**src/rtl/apu_pkg.sv**
```systemverilog
// Shared constants and types for the APU frame sequencer: default step tick
// counts, config byte bit positions and the step index encoding.
package apu_pkg;

  localparam int unsigned Q1_DEF = 7457;
  localparam int unsigned Q2_DEF = 14913;
  localparam int unsigned Q3_DEF = 22371;
  localparam int unsigned Q4_DEF = 29829;
  localparam int unsigned Q5_DEF = 37281;

  localparam int unsigned CFG_MODE_BIT    = 7;
  localparam int unsigned CFG_INHIBIT_BIT = 6;

  typedef enum logic [2:0] {
    StepNone = 3'd0,
    Step1    = 3'd1,
    Step2    = 3'd2,
    Step3    = 3'd3,
    Step4    = 3'd4,
    Step5    = 3'd5
  } step_e;

endpackage

```
**src/rtl/apu_frame_sequencer.sv**
```systemverilog
// APU frame counter: divides the tick enable into quarter/half-frame pulses
// for 4-step and 5-step modes and raises the frame IRQ in 4-step mode.
module apu_frame_sequencer
  import apu_pkg::*;
#(
  parameter int unsigned CNT_W = 16,
  parameter int unsigned Q1    = Q1_DEF,
  parameter int unsigned Q2    = Q2_DEF,
  parameter int unsigned Q3    = Q3_DEF,
  parameter int unsigned Q4    = Q4_DEF,
  parameter int unsigned Q5    = Q5_DEF
) (
  input  logic       clk,
  input  logic       rst_n,
  input  logic       tick,
  input  logic       cfg_wr,
  input  logic [7:0] cfg_data,
  input  logic       irq_clr,
  output logic       qtr_pulse,
  output logic       half_pulse,
  output logic       irq,
  output logic       mode,
  output logic [2:0] step
);

  localparam logic [CNT_W-1:0] Q1C = CNT_W'(Q1);
  localparam logic [CNT_W-1:0] Q2C = CNT_W'(Q2);
  localparam logic [CNT_W-1:0] Q3C = CNT_W'(Q3);
  localparam logic [CNT_W-1:0] Q4C = CNT_W'(Q4);
  localparam logic [CNT_W-1:0] Q5C = CNT_W'(Q5);

  logic [CNT_W-1:0] cnt_q, cnt_d;
  logic             mode_q, mode_d;
  logic             inh_q, inh_d;
  logic             irq_q, irq_d;
  logic             qtr_q, qtr_d;
  logic             half_q, half_d;
  step_e            step_q, step_d;

  logic [CNT_W-1:0] last;
  logic             irq_set;
  logic             cfg_mode, cfg_inh;

  // Only the mode and inhibit bits of the config byte carry meaning.
  logic unused_cfg_bits;
  assign unused_cfg_bits = ^cfg_data[5:0];

  assign cfg_mode = cfg_data[CFG_MODE_BIT];
  assign cfg_inh  = cfg_data[CFG_INHIBIT_BIT];
  assign last     = mode_q ? Q5C : Q4C;

  always_comb begin
    cnt_d   = cnt_q;
    mode_d  = mode_q;
    inh_d   = inh_q;
    step_d  = step_q;
    qtr_d   = 1'b0;
    half_d  = 1'b0;
    irq_set = 1'b0;

    if (cfg_wr) begin
      // A config write restarts the frame; 5-step mode clocks the units at once.
      mode_d = cfg_mode;
      inh_d  = cfg_inh;
      cnt_d  = '0;
      step_d = StepNone;
      qtr_d  = cfg_mode;
      half_d = cfg_mode;
    end else if (tick) begin
      cnt_d = (cnt_q == last) ? '0 : cnt_q + 1'b1;
      if (cnt_q == Q1C) begin
        qtr_d  = 1'b1;
        step_d = Step1;
      end
      if (cnt_q == Q2C) begin
        qtr_d  = 1'b1;
        half_d = 1'b1;
        step_d = Step2;
      end
      if (cnt_q == Q3C) begin
        qtr_d  = 1'b1;
        step_d = Step3;
      end
      if (cnt_q == Q4C) begin
        step_d = Step4;
        if (!mode_q) begin
          qtr_d   = 1'b1;
          half_d  = 1'b1;
          irq_set = !inh_q;
        end
      end
      if (cnt_q == Q5C && mode_q) begin
        qtr_d  = 1'b1;
        half_d = 1'b1;
        step_d = Step5;
      end
    end

    if (irq_set) begin
      irq_d = 1'b1;
    end else if (irq_clr || (cfg_wr && cfg_inh)) begin
      irq_d = 1'b0;
    end else begin
      irq_d = irq_q;
    end
  end

  always_ff @(posedge clk or negedge rst_n) begin
    if (!rst_n) begin
      cnt_q  <= '0;
      mode_q <= 1'b0;
      inh_q  <= 1'b0;
      irq_q  <= 1'b0;
      qtr_q  <= 1'b0;
      half_q <= 1'b0;
      step_q <= StepNone;
    end else begin
      cnt_q  <= cnt_d;
      mode_q <= mode_d;
      inh_q  <= inh_d;
      irq_q  <= irq_d;
      qtr_q  <= qtr_d;
      half_q <= half_d;
      step_q <= step_d;
    end
  end

  assign qtr_pulse  = qtr_q;
  assign half_pulse = half_q;
  assign irq        = irq_q;
  assign mode       = mode_q;
  assign step       = step_q;

endmodule

```
**config.mk**
```make
export PLATFORM = sky130hd
export DESIGN_NAME = apu_frame_sequencer
export DESIGN_NICKNAME = d
export VERILOG_FILES = /design/src/rtl/apu_pkg.sv /design/src/rtl/apu_frame_sequencer.sv
export SDC_FILE = /design/constraint.sdc
export NUM_CORES = 1
export LEC_CHECK = 0
export ABC_AREA = 1
export CAP_MARGIN = 20
export CORE_ASPECT_RATIO = 2
export CORE_MARGIN = 5
export CORE_UTILIZATION = 35
export CTS_CLUSTER_DIAMETER = 200
export DETAILED_ROUTE_END_ITERATION = 10
export PLACE_DENSITY = 0.53
export SYNTH_ARGS = -nofsm -noshare
export SYNTH_HDL_FRONTEND = slang
export SYNTH_SLANG_ARGS = --single-unit
```
**constraint.sdc**
```tcl
create_clock -name clk -period 3.9 [get_ports clk]
set_input_delay 0.975 -clock clk [delete_from_list [all_inputs] [get_ports clk]]
set_output_delay 0.975 -clock clk [all_outputs]
set_load 0.05 [all_outputs]
```
==> flow_metrics.env, run 1 <==
export IMPL_switching_power_mw=0.1343
export IMPL_fin_skew_ps=4.131
export IMPL_period_share_pct=78.06
export IMPL_crit_required_ps=4050
export IMPL_clock_sinks=24
export IMPL_max_slew_margin_rel_pct=43.14
export IMPL_clockPowerShare_pct=36.0
export IMPL_ys_types=26
export IMPL_synth_area_leaders="dfrtp_1 36%, nand2_1 18%, nor2_1 6.7%"
export IMPL_cts_htree_levels=1
export IMPL_syn_to_final_growth_pct=14.67
export IMPL_maxSlewViolCount=0
export IMPL_drt_total_wl_um=4806
export IMPL_cts_buffers=3
export IMPL_ys_seq_area_share_pct=35.56
export IMPL_synth_flop_cell="dfrtp_1"
export IMPL_core_um2=4642
export IMPL_drc=0
export IMPL_cp_start_kind="input port"
export IMPL_grt_setup_unrepaired="no"
export IMPL_yosys_warnings=0
export IMPL_crit_arrival_ps=3200
export IMPL_vias=1590
export IMPL_die_height_um=108.2
export IMPL_setup_violations=0
export IMPL_power_density_nw_per_um2=257.5
export IMPL_setup_tns_final_ps=0
export IMPL_wire_per_inst_um=14.93
export IMPL_power_frac_seq_pct=52.1
export IMPL_row_count=35
export IMPL_post_cts_setup_buffers=0
export IMPL_die_w_um=59.12
export IMPL_min_path_type="reg -> reg"
export IMPL_dr_pass1_iters=4
export IMPL_ant_nets=0
export IMPL_grt_pass1_wl_um=7734
export IMPL_combPwrFrac_pct=12.0
export IMPL_ys_seq_elements=24
export IMPL_cp_max_fo=16
export IMPL_root_buffer="clkbuf_8"
export IMPL_async_flop_share_pct=100.0
export IMPL_hold_viol=0
export IMPL_yosysTopAreaCellShare_pct=35.56
export IMPL_outcome="finished, final reports clean"
export IMPL_viasPerCell=4.938
export IMPL_insertion_delay_ps=280
export IMPL_period_needed_ps=3044
export IMPL_p_sw_share_pct=26.93
export IMPL_dp_hpwl_um=3902
export IMPL_grt_pass1_vias=1651
export IMPL_tightestPinTransition_ps=849.8
export IMPL_synth_commonest_cells="82 x nand2_1, 30 x nor2_1, 24 x dfrtp_1"
export IMPL_p_int_mw=0.3645
export IMPL_drive_above_1_share_pct=13.48
export IMPL_synth_nets=267
export IMPL_io_pins=20
export IMPL_nFillCells=534
export IMPL_p_leak_nw=0.8323
export IMPL_max_cap_violations=0
export IMPL_grt_overflow_total=0
export IMPL_yosysMostFrequentCell="nand2_1"
export IMPL_power_mw=0.4987
export IMPL_clk_pin_slew_ps=90
export IMPL_synthCells=252
export IMPL_syn_area_um2=1689
export IMPL_start_util_pct=36.39
export IMPL_crit_path_end_kind="flop"
export IMPL_synth_edf_count=0
export IMPL_grt_max_degree=25
export IMPL_yosysTopAreaCell="dfrtp_1"
export IMPL_track_usage_pct=16.44
export IMPL_path_class="in -> reg"
export IMPL_synth_avg_cell_area_um2=6.703
export IMPL_gp_congestion=0.9449
export IMPL_hold_buffers=0
export IMPL_numPortBuffers=13
export IMPL_diodes=0
export IMPL_vdd_drop_max_uv=167.2
export IMPL_die_area_um2=6399
export IMPL_clockBufferDepth=2
export IMPL_tritoncts="yes"
export IMPL_drtIter0Drc=52
export IMPL_fmax_mhz=328.5
export IMPL_final_nets=283
export IMPL_antenna_found_initial=0
export IMPL_cts_resized=0
[kinds of logic after synthesis]
| group | synth area share (%) |
|---|---|
| buffers and inverters | 7.258 |
| and+or+nand+nor | 44.82 |
| DFF | 35.56 |
| AOI/OAI and AO/OA | 7.259 |
| adders and majority gates | 1.481 |
| xor gates and xnor gates | 3.630 |
[worst max-delay path: stages]
cell and delay [ps]:
clkdlybuf4s50_1 550, nor2_1 710, inv_1 500, nand3_1 230, xor2_1 170, a21oi_1 50
[worst paths after layout]
check                         start   endpoint  slack [ps]  cells after the start
min                         step[2]    step[2]         470                      2
max in group asynchronous     rst_n   cnt_q[1]        2610                      2
max reg2reg                cnt_q[0]  cnt_q[12]        2210                     10
min in group asynchronous     rst_n   cnt_q[8]        1050                      2
max                          cfg_wr   cnt_q[6]         860                      6
min reg2reg                 step[2]    step[2]         470                      2
[metal layers]
metal | vias to the layer above | routed length (um) | share of wire [%] | global-route usage (%)
li1 | 821 | - | - | -
met2 | 32 | 2706 | 56 | 31.57
met5 | - | 0 | 0 | 0
met3 | 16 | 107 | 2.2 | 1.434
met1 | 721 | 1736 | 36 | 15.79
met4 | 0 | 256 | 5.3 | 10.21
[final cells by class]
cell class              instances  area [um2]  area share, %
clock buffers                   4       55.05          2.842
inverters                      29       108.9          5.620
multi-input cells             196       965.9          49.87
flip-flops and latches         24       600.6          31.01
well taps                      55       68.82          3.553
repair buffers                 14       137.6          7.106
[metrics by stage]
stage / setup slack, ps / utilization, % / instances / hold slack [ps] / cell area (um2)
6_report: 855.7 / 41.73 / 322 / 473.6 / 1937
5_1_grt: 594.6 / 41.73 / 322 / 508.2 / 1937
4_1_cts: 758.8 / 41.73 / 322 / 481.0 / 1937
3_5_place_dp: 495.2 / 40.54 / 318 / 457.4 / 1882
3_3_place_gp: 554.1 / 40.54 / 318 / 456.3 / 1882
2_1_floorplan: 1997 / - / 252 / 491.0 / 1689
[placed cells by master, fill, tap and decap left out, drive strengths merged]
cell,instances
a21oi,9
buf,1
clkbuf,4
clkdlybuf4s50,13
clkinv,1
dfrtp,24
ha,2
inv,28
nand2,90
nand3,22
nand4,4
nor2,38
nor3,10
o21ai,12
o21bai,1
o22ai,1
xor2,7
[sequential cells by signal (all words and copies together) (netlist names)]
register / count
inh_q: 1
cnt_q: 16
qtr_pulse: 1
step: 3
half_pulse: 1
irq: 1
mode: 1
[power by group through the flow]
stage / sequential [mW] / combinational (mW) / clock [mW]
6_report: 0.260 / 0.0596 / 0.179
2_1_floorplan: 0.275 / 0.0232 / 0
3_3_place_gp: 0.265 / 0.0612 / 0
3_5_place_dp: 0.265 / 0.0612 / 0
4_1_cts: 0.260 / 0.0615 / 0.183
5_1_grt: 0.261 / 0.0670 / 0.189
(Power assumes the default switching activity.)
==> run 2: changes to the inputs <==
Clock period 3.9 ns to 3.1 ns, I/O delays scaled along.
==> flow_metrics.env, run 2 (synthesis gave the netlist of run 1 again) <==
export IMPL_period_needed_ps=2754
export IMPL_grt_pass1_vias=1714
export IMPL_tightestPinTransition_ps=961.6
export IMPL_cts_buffers=3
export IMPL_cp_max_fo=12
export IMPL_pre_cts_slack_ps=120.2
export IMPL_root_buffer="clkbuf_8"
export IMPL_cts_resized=0
export IMPL_drive_above_1_share_pct=14.13
export IMPL_clock_sinks=24
export IMPL_cts_htree_levels=1
export IMPL_finalNonFillerCells=324
export IMPL_p_leak_nw=0.8389
export IMPL_ant_nets=0
export IMPL_fin_ws_ps=346.4
export IMPL_post_cts_setup_buffers=0
export IMPL_setup_tns_final_ps=0
export IMPL_viasPerCell=5.037
export IMPL_tritoncts="yes"
export IMPL_path_class="in -> reg"
export IMPL_max_cap_violations=0
export IMPL_largest_register_ffs=16
export IMPL_insertion_delay_ps=270
export IMPL_drtIter0Drc=68
export IMPL_track_usage_pct=17.26
export IMPL_cp_start_kind="input port"
export IMPL_start_util_pct=36.39
export IMPL_grt_max_degree=25
export IMPL_critical_path_cell_chain="clkdlybuf4s50_1 -> nor2_1 -> inv_1 -> buf_4 -> nand3_1 -> xor2_1 -> a21oi_1"
export IMPL_power_mw=0.5950
export IMPL_power_density_nw_per_um2=305.8
export IMPL_grt_setup_unrepaired="no"
export IMPL_regMostFlops="cnt_q"
export IMPL_grt_overflow_total=0
export IMPL_clockBufferDepth=2
export IMPL_fmax_mhz=363.2
export IMPL_utilization_pct=41.91
export IMPL_min_path_type="reg -> reg"
export IMPL_numPortBuffers=13
export IMPL_fin_skew_ps=3.917
export IMPL_mostFrequentLayoutCells="82 x nand2_1, 30 x nor2_1, 24 x dfrtp_1"
export IMPL_dr_pass1_iters=4
export IMPL_grt_pass1_wl_um=8114
export IMPL_holdWs_ps=472.0
export IMPL_row_count=35
export IMPL_syn_to_final_growth_pct=15.19
export IMPL_dp_hpwl_um=4103
export IMPL_vdd_drop_max_uv=230.7
export IMPL_hold_buffers=0
export IMPL_die_w_um=59.12
export IMPL_cp_top_family="buffers and inverters"
export IMPL_hold_depth=2
export IMPL_wire_per_inst_um=15.58
export IMPL_cp_buffers_inverters=3
export IMPL_design_area_um2=1946
export IMPL_maxSlewViolCount=0
export IMPL_outcome="finished, final reports clean"
export IMPL_setup_violations=0
export IMPL_clk_pin_slew_ps=80
export IMPL_cp_num_cells=7
export IMPL_crit_arrival_ps=2900
export IMPL_drt_total_wl_um=5048
export IMPL_final_nets=286
export IMPL_placed_area_um2=1904
export IMPL_diodes=0
export IMPL_slowest_delay_ps=770
export IMPL_dp_cells=321
export IMPL_crit_required_ps=3250
export IMPL_vias=1632
export IMPL_max_slew_margin_rel_pct=35.66
export IMPL_crit_path_end_kind="flop"
export IMPL_core_um2=4642
export IMPL_die_area_um2=6399
export IMPL_gp_congestion=0.9718
export IMPL_io_pins=20
export IMPL_drc=0
export IMPL_hold_viol=0
export IMPL_final_common_cell="nand2_1"
export IMPL_period_share_pct=88.83
export IMPL_die_height_um=108.2
export IMPL_nFillCells=534
export IMPL_reg2reg_depth=10
export IMPL_crit_path_top_delay_cell="nor2_1"
export IMPL_antenna_found_initial=0
## run 2: power by group
part           switching, mW  internal [mW]
Clock                  0.102         0.0871
Combinational         0.0524         0.0267
Sequential           0.00611          0.320
Total                  0.161          0.434
## run 2: final timing paths
check | start | end | slack [ps]
hold / removal | step[1] | step[1] | 470
setup / recovery | tick | cnt_q[6] | 350
hold reg to reg | step[1] | step[1] | 470
min in group asynchronous | rst_n | step[1] | 860
max in group asynchronous | rst_n | cnt_q[10] | 1990
setup reg to reg | cnt_q[0] | cnt_q[12] | 1370
## run 2: cell type report
class / count / area [um2] / share of cell area [%]
Sequential cell: 24 / 600.6 / 30.87
Timing Repair Buffer: 17 / 160.2 / 8.232
Clock buffer: 3 / 41.29 / 2.122
Multi-Input combinational cell: 196 / 965.9 / 49.65
Tap cell: 55 / 68.82 / 3.537
Inverter: 29 / 108.9 / 5.595
## run 2: metal layers
layer  global-route usage (%)  wire length (um)  vias up  part of all wire [%]
met4                    10.21               265        0                   5.2
met1                    16.27              1767      745                    35
met3                    1.673               157       20                   3.1
met2                    33.62              2859       39                    57
met5                        0                 0        -                     0
li1                         -                 -      828                     -
## run 2: worst min-delay path, cell delays in order, from the launching register on
cell     delay (ps)
dfrtp_1         350
nand2_1          50
nand2_1          40
==> run 3: changes to the inputs <==
Settings changed: TNS_END_PERCENT from default to 100.
==> results of run 3 <==
No change in the layout: final DEF, timing and power equal those of run 2.
